<file path="src/rtl/multicycle_control.sv">
// Moore control FSM for the multi-cycle MIPS datapath (R-type, j, beq, bne, addi, andi, lw, sw).
// Optional build macro MEM_READY_EN adds the memReady handshake that stretches memory states.
module multicycle_control #(
  parameter int STATE_W      = 4,
  parameter bit ILLEGAL_TRAP = 1'b0
) (
  input  logic               clk,
  input  logic               rst,
  input  logic [5:0]         opCode,
`ifdef MEM_READY_EN
  input  logic               memReady,
`endif
  output logic               pcWrite,
  output logic               pcWriteBeq,
  output logic               pcWriteBne,
  output logic               iorD,
  output logic               memRead,
  output logic               memWrite,
  output logic               irWrite,
  output logic               memtoReg,
  output logic               regDst,
  output logic               regWrite,
  output logic               ALUSrcA,
  output logic [1:0]         ALUSrcB,
  output logic [1:0]         ALUOp,
  output logic [1:0]         PCSource,
  output logic               instrDone,
  output logic               illegalOp,
  output logic [STATE_W-1:0] state
);

  localparam logic [5:0] OP_RTYPE = 6'b000000;
  localparam logic [5:0] OP_J     = 6'b000010;
  localparam logic [5:0] OP_BEQ   = 6'b000100;
  localparam logic [5:0] OP_BNE   = 6'b000101;
  localparam logic [5:0] OP_ADDI  = 6'b001000;
  localparam logic [5:0] OP_ANDI  = 6'b001100;
  localparam logic [5:0] OP_LW    = 6'b100011;
  localparam logic [5:0] OP_SW    = 6'b101011;

  typedef enum logic [3:0] {
    S_IDLE   = 4'd0,
    S_FETCH  = 4'd1,
    S_DECODE = 4'd2,
    S_MEMADR = 4'd3,
    S_MEMRD  = 4'd4,
    S_MEMWB  = 4'd5,
    S_MEMWR  = 4'd6,
    S_EXEC   = 4'd7,
    S_ALUWB  = 4'd8,
    S_BRANCH = 4'd9,
    S_JUMP   = 4'd10,
    S_IMMEX  = 4'd11,
    S_IMMWB  = 4'd12,
    S_HALT   = 4'd13
  } state_t;

  state_t stateReg;
  state_t stateNext;
  logic   memReadyInt;

`ifdef MEM_READY_EN
  assign memReadyInt = memReady;
`else
  assign memReadyInt = 1'b1;
`endif

  always_ff @(posedge clk or posedge rst) begin
    if (rst) begin
      stateReg <= S_IDLE;
    end else begin
      stateReg <= stateNext;
    end
  end

  always_comb begin
    stateNext  = stateReg;
    pcWrite    = 1'b0;
    pcWriteBeq = 1'b0;
    pcWriteBne = 1'b0;
    iorD       = 1'b0;
    memRead    = 1'b0;
    memWrite   = 1'b0;
    irWrite    = 1'b0;
    memtoReg   = 1'b0;
    regDst     = 1'b0;
    regWrite   = 1'b0;
    ALUSrcA    = 1'b0;
    ALUSrcB    = 2'b00;
    ALUOp      = 2'b00;
    PCSource   = 2'b00;
    instrDone  = 1'b0;
    illegalOp  = 1'b0;

    case (stateReg)
      S_IDLE: begin
        stateNext = S_FETCH;
      end

      // PC+4 computed and written while the instruction is read; IR/PC load only on the ready cycle
      S_FETCH: begin
        memRead = 1'b1;
        ALUSrcB = 2'b01;
        if (memReadyInt) begin
          irWrite   = 1'b1;
          pcWrite   = 1'b1;
          stateNext = S_DECODE;
        end
      end

      // Branch target is computed speculatively here and parked in ALUOut
      S_DECODE: begin
        ALUSrcB = 2'b11;
        case (opCode)
          OP_LW, OP_SW:    stateNext = S_MEMADR;
          OP_RTYPE:        stateNext = S_EXEC;
          OP_BEQ, OP_BNE:  stateNext = S_BRANCH;
          OP_J:            stateNext = S_JUMP;
          OP_ADDI, OP_ANDI: stateNext = S_IMMEX;
          default: begin
            illegalOp = 1'b1;
            stateNext = ILLEGAL_TRAP ? S_HALT : S_FETCH;
          end
        endcase
      end

      S_MEMADR: begin
        ALUSrcA   = 1'b1;
        ALUSrcB   = 2'b10;
        stateNext = (opCode == OP_SW) ? S_MEMWR : S_MEMRD;
      end

      S_MEMRD: begin
        memRead = 1'b1;
        iorD    = 1'b1;
        if (memReadyInt) begin
          stateNext = S_MEMWB;
        end
      end

      S_MEMWB: begin
        regWrite  = 1'b1;
        memtoReg  = 1'b1;
        instrDone = 1'b1;
        stateNext = S_FETCH;
      end

      S_MEMWR: begin
        memWrite = 1'b1;
        iorD     = 1'b1;
        if (memReadyInt) begin
          instrDone = 1'b1;
          stateNext = S_FETCH;
        end
      end

      S_EXEC: begin
        ALUSrcA   = 1'b1;
        ALUOp     = 2'b10;
        stateNext = S_ALUWB;
      end

      S_ALUWB: begin
        regDst    = 1'b1;
        regWrite  = 1'b1;
        instrDone = 1'b1;
        stateNext = S_FETCH;
      end

      // Datapath qualifies the PC load with the ALU zero flag
      S_BRANCH: begin
        ALUSrcA    = 1'b1;
        ALUOp      = 2'b01;
        PCSource   = 2'b01;
        pcWriteBeq = (opCode == OP_BEQ);
        pcWriteBne = (opCode == OP_BNE);
        instrDone  = 1'b1;
        stateNext  = S_FETCH;
      end

      S_JUMP: begin
        pcWrite   = 1'b1;
        PCSource  = 2'b10;
        instrDone = 1'b1;
        stateNext = S_FETCH;
      end

      S_IMMEX: begin
        ALUSrcA   = 1'b1;
        ALUSrcB   = 2'b10;
        ALUOp     = (opCode == OP_ANDI) ? 2'b11 : 2'b00;
        stateNext = S_IMMWB;
      end

      S_IMMWB: begin
        regWrite  = 1'b1;
        instrDone = 1'b1;
        stateNext = S_FETCH;
      end

      S_HALT: begin
        stateNext = S_HALT;
      end

      default: begin
        stateNext = S_IDLE;
      end
    endcase
  end

  assign state = STATE_W'(stateReg);

endmodule
</file>
<file path="config.mk">
export PLATFORM = sky130hd
export DESIGN_NAME = multicycle_control
export DESIGN_NICKNAME = d
export VERILOG_FILES = /design/src/rtl/multicycle_control.sv
export SDC_FILE = /design/constraint.sdc
export NUM_CORES = 1
export LEC_CHECK = 0
export ABC_AREA = 1
export CORE_AREA = 5 5 42 44
export CTS_CLUSTER_DIAMETER = 60
export DETAILED_ROUTE_END_ITERATION = 6
export DIE_AREA = 0 0 47 49
export PLACE_DENSITY = 0.8
export SLEW_MARGIN = 20
export SYNTH_ARGS = -nofsm -noshare
export SYNTH_HDL_FRONTEND = slang
export SYNTH_SLANG_ARGS = --single-unit
</file>
<file path="constraint.sdc">
create_clock -name clk -period 2.1 [get_ports clk]
set_input_delay 0.315 -clock clk [delete_from_list [all_inputs] [get_ports clk]]
set_output_delay 0.315 -clock clk [all_outputs]
set_load 0.005 [all_outputs]
</file>
==> reports/metrics.yaml <==
outcome: "complete, no violations"
path_clk_slew_ns: 0.04
start_util_pct: 34.9
synth-async-reset-ratio_pct: 100
grt_pass1_vias: 658
route.detailed.drc: 0
synth_top_cells_by_area: "dfrtp_1 (20%), nand2_1 (16%), nor2_1 (12%)"
synth_top_area_share_pct: 20.5
required_ns: 1.78
max_cap_violations: 0
cts_buffers: 3
synthCells: 86
cp_slowest_cell: "clkdlybuf4s50_1"
cts.sinks: 4
crit_path_end_kind: "output pin"
synthSimpleGateAreaFrac_pct: 58.6
ant_nets: 0
tritoncts: "yes"
routed_wl_um: 1730
power_density_nw_per_um2: 1020
drtIter0Drc: 22
port_buffers: 30
overflow: 0
cts_hold_buf: 0
routed_via_density: 4.96
synth_xor_area_share_pct: 0
synth_cell_types: 16
gp_congestion: 0.806
synth_adder_area_share_pct: 0
fin_worst_hold_slack_ns: 0.267
worst-path-max-fanout: 4
track_usage_pct: 16.1
ys_warn_count: 0
drv_slew: 0
yosysMostFrequentCell: "nand2_1"
fmax_ghz: 0.503
setup_violations: 0
die_area_um2: 2300
p_total_uw: 975
ctsRootBufferMaster: "clkbuf_4"
multi_input_area_um2: 353
synth.area.mux_share_pct: 0
largest_reg_flops: 4
ios: 31
post-route-period-util_pct: 94.6
start_kind: "flip-flop"
netlist_top_cells_count: "nand2_1 (21), nor2_1 (15), inv_1 (9)"
grt_pass1_wl_um: 2750
diodes: 0
synth-compound-area-share_pct: 7.93
vias: 724
hold_violations: 0
syn_avg_cell_area_um2: 5.69
grt_max_degree: 8
synth_seq_cells: 4
syn_area_um2: 489
power.leakage_uw: 0.000523
fp.dieH_um: 49
critPathKind: "flip-flop to output pin"
ys_seq_area_share_pct: 20.5
final_nets: 140
fillCellCount: 137
first_pass_iters: 4
h-tree-depth: 1
clkLatencyLatePin_ns: 0.24
synth_top_area_cell: "dfrtp_1"
die_w_um: 47
rows: 14
synth_ff_type: "dfrtp_1"
synth-edff-count: 0
cp_cell_sequence: "buf_4 -> nor2_1 -> inv_1 -> nor2_1 -> clkdlybuf4s50_1"
hpwl_um: 1350
critPathMostFrequentCell: "nor2_1"
hold_path.class: "primary input to asynchronous set/reset pin"
layout-drive-gt1-share_pct: 28.5
relSlewSlack_pct: 85.2
syn_to_final_growth_pct: 95.7
cpPeakStageDelay_ns: 0.51
antenna_found_initial: 0
synth_nets: 94
arrival_ns: 1.67
rsz0062_at_grt: "no"
synth_top_family_by_area: "simple AND/OR/NAND/NOR gates"
clock_skew_ns: 0.00865
min_period_ns: 1.99
cts.path.max_buffers: 2
wl_per_cell_um: 11.9
regArea_um2: 104
r2r_cells: 6
core_area_um2: 1400
vdd_drop_max_mv: 0.509
worst_pin_slew_ns: 0.222
-- final timing paths --
kind,startpoint,to,slack (ns)
worst max-delay path,state[0]$_DFF_PP0_,regDst,0.11
worst min register to register,state[2]$_DFF_PP0_,state[0]$_DFF_PP0_,0.76
min in group clk,opCode[0],state[1]$_DFF_PP0_,0.65
max in group asynchronous,rst,state[3]$_DFF_PP0_,1.65
worst max register to register,state[0]$_DFF_PP0_,state[2]$_DFF_PP0_,0.93
worst min-delay path,rst,state[0]$_DFF_PP0_,0.27
-- timing repair --
| item | in CTS | in global routing |
|---|---|---|
| endpoints found under the setup margin | 5 | 7 |
| buffers inserted | 2 | 2 |
| pin swaps | 2 | 6 |
| resized for setup | 5 | 10 |
-- where the power goes --
part / switching (uW) / total (uW) / internal, uW
clock: 32.5 / 96.4 / 64.0
combinational: 346 / 723 / 378
sequential: 45.6 / 156 / 110
total: 424 / 975 / 552
-- cells in the final DEF, fill, tap and decap left out --
master           instances
clkdlybuf4s50_1         24
nand2_1                 21
nor2_1                  14
buf_4                   11
inv_1                    9
inv_2                    8
nand3_1                  6
nor2_4                   5
nand4_1                  5
dlymetal6s2s_1           5
o21ai_1                  3
clkbuf_4                 3
dfrtp_2                  3
nand2_2                  2
nor2_2                   2
o21ai_0                  2
nor2_8                   1
nand3_2                  1
o22ai_1                  1
o21bai_1                 1
nor3_2                   1
dlygate4sd2_1            1
dfrtp_1                  1
-- cell type report --
type / instances / area share, %
clock buffers: 3 / 2.35
multi-input cells: 65 / 36.9
well taps: 16 / 2.09
repair buffers: 41 / 41.2
flip-flops and latches: 4 / 10.8
inverters: 17 / 6.67
-- layer usage --
| layer | up-vias | track usage (%) | wire, um |
|---|---|---|---|
| li1 | 359 | - | - |
| met1 | 319 | 17.0 | 595 |
| met2 | 38 | 27.8 | 949 |
| met3 | 8 | 2.58 | 132 |
| met4 | 0 | 10.1 | 57 |
| met5 | - | 0 | 0 |
-- through the flow --
step           setup WS, ns  util (%)  instance area [um2]  std cells  setup TNS, ns
2_1_floorplan         0.780         -                  489         86              0
3_3_place_gp        -0.0246      61.5                  862        139        -0.0443
3_5_place_dp        -0.0471      61.5                  862        139         -0.107
4_1_cts             0.00966      65.1                  912        144              0
5_1_grt             0.00344      68.3                  957        146              0
6_report              0.113      68.3                  957        146              0
-- logic make-up after synthesis --
family          Yosys count
simple gates             58
compound gates            7
flops                     4
buf+inv                  17
-- critical path, delay by kind of cell, from the launching register on --
family / cells / cell delay (ns)
buffers and inverters: 3 / 0.77
DFF: 1 / 0.38
and+or+nand+nor: 2 / 0.29
(Power assumes the default switching activity.)
